`config.mk`:
```
export PLATFORM = sky130hd
export DESIGN_NAME = fpu_multicycle_sequencer
export DESIGN_NICKNAME = d
export VERILOG_FILES = /design/src/rtl/fpu_multicycle_sequencer.sv
export SDC_FILE = /design/constraint.sdc
export NUM_CORES = 1
export LEC_CHECK = 0
export CAP_MARGIN = 20
export CORE_AREA = 2 2 121 123
export CTS_CLUSTER_SIZE = 20
export DETAILED_ROUTE_END_ITERATION = 6
export DIE_AREA = 0 0 123 125
export PLACE_DENSITY = 0.76
export RECOVER_POWER = 25
export SYNTH_ARGS = -nofsm -noshare
export SYNTH_HDL_FRONTEND = slang
export SYNTH_SLANG_ARGS = --single-unit
```
`constraint.sdc`:
```
create_clock -name clk -period 3.3 [get_ports clk]
set_input_delay 0.33 -clock clk [delete_from_list [all_inputs] [get_ports clk]]
set_output_delay 0.33 -clock clk [all_outputs]
set_load 0.01 [all_outputs]
```
`src/rtl/fpu_multicycle_sequencer.sv`:
```
// rtl/fpu_multicycle_sequencer.sv - sequences multi-cycle FP ops, stalls the core, hands the result to writeback
`ifndef FUNCT_W
`define FUNCT_W 5
`endif
`ifndef REG_W
`define REG_W 32
`endif
`ifndef FUNCT_FADD
`define FUNCT_FADD 5'h00
`endif
`ifndef FUNCT_FSUB
`define FUNCT_FSUB 5'h01
`endif
`ifndef FUNCT_FMUL
`define FUNCT_FMUL 5'h02
`endif
`ifndef FUNCT_FDIV
`define FUNCT_FDIV 5'h03
`endif

module fpu_multicycle_sequencer #(
    parameter int LAT_ADD = 2,
    parameter int LAT_MUL = 2,
    parameter int LAT_DIV = 8
) (
    input  logic                clk,
    input  logic                rst,
    input  logic                issue_req,
    input  logic [`FUNCT_W-1:0] issue_funct,
    input  logic [`REG_W-1:0]   issue_op_s,
    input  logic [`REG_W-1:0]   issue_op_t,
    input  logic [4:0]          issue_dst,
    input  logic                kill,
    output logic [`REG_W-1:0]   unit_x1,
    output logic [`REG_W-1:0]   unit_x2,
    output logic [1:0]          unit_sel,
    input  logic [`REG_W-1:0]   fadd_y,
    input  logic [`REG_W-1:0]   fsub_y,
    input  logic [`REG_W-1:0]   fmul_y,
    input  logic [`REG_W-1:0]   fdiv_y,
    output logic                stall,
    output logic                wb_valid,
    input  logic                wb_ready,
    output logic [4:0]          wb_dst,
    output logic [`REG_W-1:0]   wb_data
);
    if (LAT_ADD < 1 || LAT_ADD > 16) begin : g_bad_lat_add
        $error("LAT_ADD must be in 1..16");
    end
    if (LAT_MUL < 1 || LAT_MUL > 16) begin : g_bad_lat_mul
        $error("LAT_MUL must be in 1..16");
    end
    if (LAT_DIV < 1 || LAT_DIV > 16) begin : g_bad_lat_div
        $error("LAT_DIV must be in 1..16");
    end

    typedef enum logic [1:0] {ST_IDLE, ST_BUSY, ST_DONE} state_t;

    state_t            state_q, state_d;
    logic [3:0]        cnt_q, cnt_d;
    logic [`REG_W-1:0] x1_q, x1_d, x2_q, x2_d, wb_data_q, wb_data_d;
    logic [1:0]        sel_q, sel_d;
    logic [4:0]        wb_dst_q, wb_dst_d;
    logic              wb_valid_q, wb_valid_d;

    logic              mc;
    logic [1:0]        issue_sel;
    logic [3:0]        issue_cnt;
    logic [`REG_W-1:0] unit_y;

    always_comb begin
        mc        = issue_req;
        issue_sel = 2'd0;
        case (issue_funct)
            `FUNCT_FADD: issue_sel = 2'd0;
            `FUNCT_FSUB: issue_sel = 2'd1;
            `FUNCT_FMUL: issue_sel = 2'd2;
            `FUNCT_FDIV: issue_sel = 2'd3;
            default:     mc = 1'b0;
        endcase
        case (issue_sel)
            2'd0, 2'd1: issue_cnt = 4'(LAT_ADD - 1);
            2'd2:       issue_cnt = 4'(LAT_MUL - 1);
            default:    issue_cnt = 4'(LAT_DIV - 1);
        endcase
        case (sel_q)
            2'd0:    unit_y = fadd_y;
            2'd1:    unit_y = fsub_y;
            2'd2:    unit_y = fmul_y;
            default: unit_y = fdiv_y;
        endcase
    end

    // kill overrides everything, including a coincident handshake
    always_comb begin
        state_d    = state_q;
        cnt_d      = cnt_q;
        x1_d       = x1_q;
        x2_d       = x2_q;
        sel_d      = sel_q;
        wb_dst_d   = wb_dst_q;
        wb_data_d  = wb_data_q;
        wb_valid_d = wb_valid_q;
        if (kill) begin
            state_d    = ST_IDLE;
            wb_valid_d = 1'b0;
        end else begin
            case (state_q)
                ST_IDLE: if (mc) begin
                    x1_d     = issue_op_s;
                    x2_d     = issue_op_t;
                    sel_d    = issue_sel;
                    wb_dst_d = issue_dst;
                    cnt_d    = issue_cnt;
                    state_d  = ST_BUSY;
                end
                ST_BUSY: if (cnt_q != 4'd0) begin
                    cnt_d = cnt_q - 4'd1;
                end else begin
                    wb_data_d  = unit_y;
                    wb_valid_d = 1'b1;
                    state_d    = ST_DONE;
                end
                ST_DONE: if (wb_ready) begin
                    wb_valid_d = 1'b0;
                    state_d    = ST_IDLE;
                end
                default: state_d = ST_IDLE;
            endcase
        end
    end

    assign stall = !kill && ((state_q == ST_IDLE && mc) || state_q == ST_BUSY ||
                             (state_q == ST_DONE && !wb_ready));

    always_ff @(posedge clk) begin
        if (rst) begin
            state_q    <= ST_IDLE;
            cnt_q      <= 4'd0;
            x1_q       <= '0;
            x2_q       <= '0;
            sel_q      <= 2'd0;
            wb_dst_q   <= 5'd0;
            wb_data_q  <= '0;
            wb_valid_q <= 1'b0;
        end else begin
            state_q    <= state_d;
            cnt_q      <= cnt_d;
            x1_q       <= x1_d;
            x2_q       <= x2_d;
            sel_q      <= sel_d;
            wb_dst_q   <= wb_dst_d;
            wb_data_q  <= wb_data_d;
            wb_valid_q <= wb_valid_d;
        end
    end

    assign unit_x1  = x1_q;
    assign unit_x2  = x2_q;
    assign unit_sel = sel_q;
    assign wb_dst   = wb_dst_q;
    assign wb_data  = wb_data_q;
    assign wb_valid = wb_valid_q;
endmodule
```
==> results.md <==
- Util after Layout: 58.2%
- Layout Cells excl Fill: between 1000 and 1500
- DR WL/cell: about 15 um
- Maxcap violations: 0
- # IOs: 312
- # port buffers: between 300 and 400
- 1st-iter DRT viols: 206
- Post-CTS setup buffers: 0
- Num CTS Buffers: 9
- Tmin final: around 2400 ps
- Worst rel slew slack: about half
- CP Launch Type: input port
- Clk pin slew, worst setup/hold paths: 60 ps
- FILL cells: approximately 1300
- PD cells: between 300 and 400 mW/mm2
- Crit path kind: in -> out
- Leak: around 2.9 nW
- Final worst path period share: between 70% and 80%
- Hold crit path type: reg -> reg
- Seq/Total Area, Yosys: 46.1%
- Antenna Violating Nets Remaining: 0
- Max rail drop VDD: 0.000219 V
- GRT Residual Overflow: 0
- Async SR Flop Fraction: 0%
- Die Y: 125 um
- Net Sw Power: slightly below 600 uW
- Synth Cell Area: about 0.0048 mm2
- Via count: just under 5000
- Final routed DRC violation total: 0
- Chip Width: ~120 um
- Finish-stage setup viols: 0
- Synth Warn #: 0
- Mean Syn Cell Area: around 9 um2
- WP data required: 2970 ps
- Initial core utilization: roughly a third
- Initial antenna violation count: 0
- Setup Total Neg Slack: 0 ps
- CTS sink count: 110
- Main synth FF type: dfxtp_1
- Final Slew Violations: 0
- HPWL Detailed: 12.0 mm
- Hold-fix buffers, CTS: 0
- Crit. End Element: output pin
- Clock power share: between 30% and 40%
- Post-synth EDFFs: 0
- WL final: ~16 mm
- Hold Vio Cnt, Final: 0
- Core area: 0.0142 mm2
- Row Count: 44
- Combinational share of power: 13.8%
- Worst-Skew Late Latency: roughly 350 ps
- First-pass DRT Iterations: 4
- Critical Path AT: 2100 ps
- Pin slew with the least headroom to its limit: roughly 770 ps
- Gp weighted congestion: between 0.7 and 0.8
- Net count after synthesis: between 700 and 800
- RSZ-0062 raised after global routing: no
- Distinct cells, synth: 35
- CTS root buffer: clkbuf_16
- Fmax: slightly above 400 MHz
- Die area: between 0.015 and 0.02 mm2
- Antenna cells: 0
- First-pass GRT wire length: 23.7 mm
- # H-tree levels: 3
- Int Pwr: 2.23 mW
- Reg power frac: roughly 48%
- Post-CTS Resized: 0
- Sw Share: about a fifth
- Layout Nets: approximately 1000
- FF+latch count, synth: 110
- DP Cell Count: around 1000
- Worst Skew: 9.39 ps
- TritonCTS clock tree: built
- Layout area overhead: 73.3%
- Mapped Cells: 540
- Crit path max fanout: 7
- Vias/cell: approximately 4.8
- Gr usage total: approximately a fifth
- Clock buffer depth: 2
- Layout cell share with drive strength beyond 1: 7.43%
- Largest net degree at the start of global routing: 74
- Status: finished, final reports clean
- Vias in the first global route: ~4800
==> sequential cells by signal (all words and copies together) (netlist names) <==
name      flops
unit_x1      32
unit_x2      32
wb_data      32
wb_dst        5
cnt_q         4
state_q       2
unit_sel      2
wb_valid      1
==> cells in the mapped netlist, types with 2 or more instances <==
master	number	area share, %
a21oi_1	106	11
nand3_1	3	0.31
inv_1	2	0.16
nand2b_1	2	0.26
ha_1	2	0.52
nand2_1	206	16
mux4_2	32	15
nor2_1	4	0.31
buf_2	7	0.73
nor3b_1	3	0.47
dfxtp_1	110	46
buf_6	8	1.9
nor3_1	6	0.63
clkbuf_1	24	1.9
o21ai_0	3	0.31
buf_4	3	0.47
==> placed cells by master, fill, tap and decap left out, types with 2 or more instances in the layout <==
| cell | netlist | final |
|---|---|---|
| a21oi_1 | 106 | 106 |
| o21ai_0 | 3 | 3 |
| clkdlybuf4s50_1 | 0 | 259 |
| clkbuf_16 | 0 | 9 |
| nand2_1 | 206 | 205 |
| nor3b_1 | 3 | 3 |
| ha_1 | 2 | 2 |
| dfxtp_1 | 110 | 109 |
| dlygate4sd3_1 | 0 | 51 |
| nand2b_1 | 2 | 2 |
| nor3_1 | 6 | 6 |
| nor2_1 | 4 | 4 |
| buf_4 | 3 | 9 |
| inv_1 | 2 | 2 |
| clkbuf_1 | 24 | 3 |
| buf_12 | 0 | 2 |
| nand3_1 | 3 | 3 |
| mux4_2 | 32 | 32 |
==> cell type report <==
cell class                      instances  area, um2  share of cell area [%]
Inverter                                2       7.51                  0.0908
Sequential cell                       110       2200                    26.6
Multi-Input combinational cell        385       2320                    28.1
Clock buffer                           13        250                    3.03
Clock inverter                          3       43.8                   0.530
Timing Repair Buffer                  321       3210                    38.8
Tap cell                              184        230                    2.78
==> power by group through the flow <==
| stage | Clock (mW) | Combinational (mW) | Sequential (mW) |
|---|---|---|---|
| after floorplan | 0 | 0.100 | 1.38 |
| after detailed placement | 0 | 0.394 | 1.38 |
| after CTS | 1.13 | 0.396 | 1.35 |
| final | 1.08 | 0.390 | 1.35 |
| after global routing | 1.16 | 0.418 | 1.35 |
| after global placement | 0 | 0.390 | 1.38 |
==> final timing paths <==
check,start,to,slack [ps],cells past startpoint
worst max-delay path,issue_funct[4],stall,870,6
worst max register to register,state_q[0]$_SDFFE_PP0P_,cnt_q[0]$_SDFFE_PP0P_,1350,5
worst min register to register,unit_x1[24]$_SDFFE_PP0P_,unit_x1[24]$_SDFFE_PP0P_,450,2
worst min-delay path,unit_x1[24]$_SDFFE_PP0P_,unit_x1[24]$_SDFFE_PP0P_,450,2
==> cells by family after synthesis <==
logic type / count (synthesis) / synth area share [%]
and+or+nand+nor: 235 / 20.5
AOI/OAI and AO/OA: 115 / 12.3
DFF: 110 / 46.1
buffers and inverters: 45 / 5.22
muxes: 33 / 15.3
adders and majority gates: 2 / 0.524
==> worst max-delay path, stage by stage <==
cell             delay, ps
clkdlybuf4s50_1        410
nor3_2                 420
a21oi_1                120
o21a_1                 180
nor2_1                  80
clkdlybuf4s50_1        550
==> stage by stage <==
stage / instance area, um2 / hold slack (ps) / total power [mW] / worst slack (ps)
after floorplan: 4770 / 466 / 1.48 / 1680
after global placement: 7980 / 441 / 1.77 / 866
after detailed placement: 7980 / 446 / 1.77 / 811
after CTS: 8270 / 455 / 2.87 / 864
after global routing: 8270 / 467 / 2.93 / 766
final: 8270 / 450 / 2.82 / 873
==> per-layer routing <==
metal	routed length (um)	global-route usage (%)	up-vias
met5	0	0	-
met4	418	8.29	0
met3	1260	4.38	24
met2	8220	36.7	206
met1	5760	20.9	2263
li1	-	-	2413
Power figures use the tool's default switching activity.
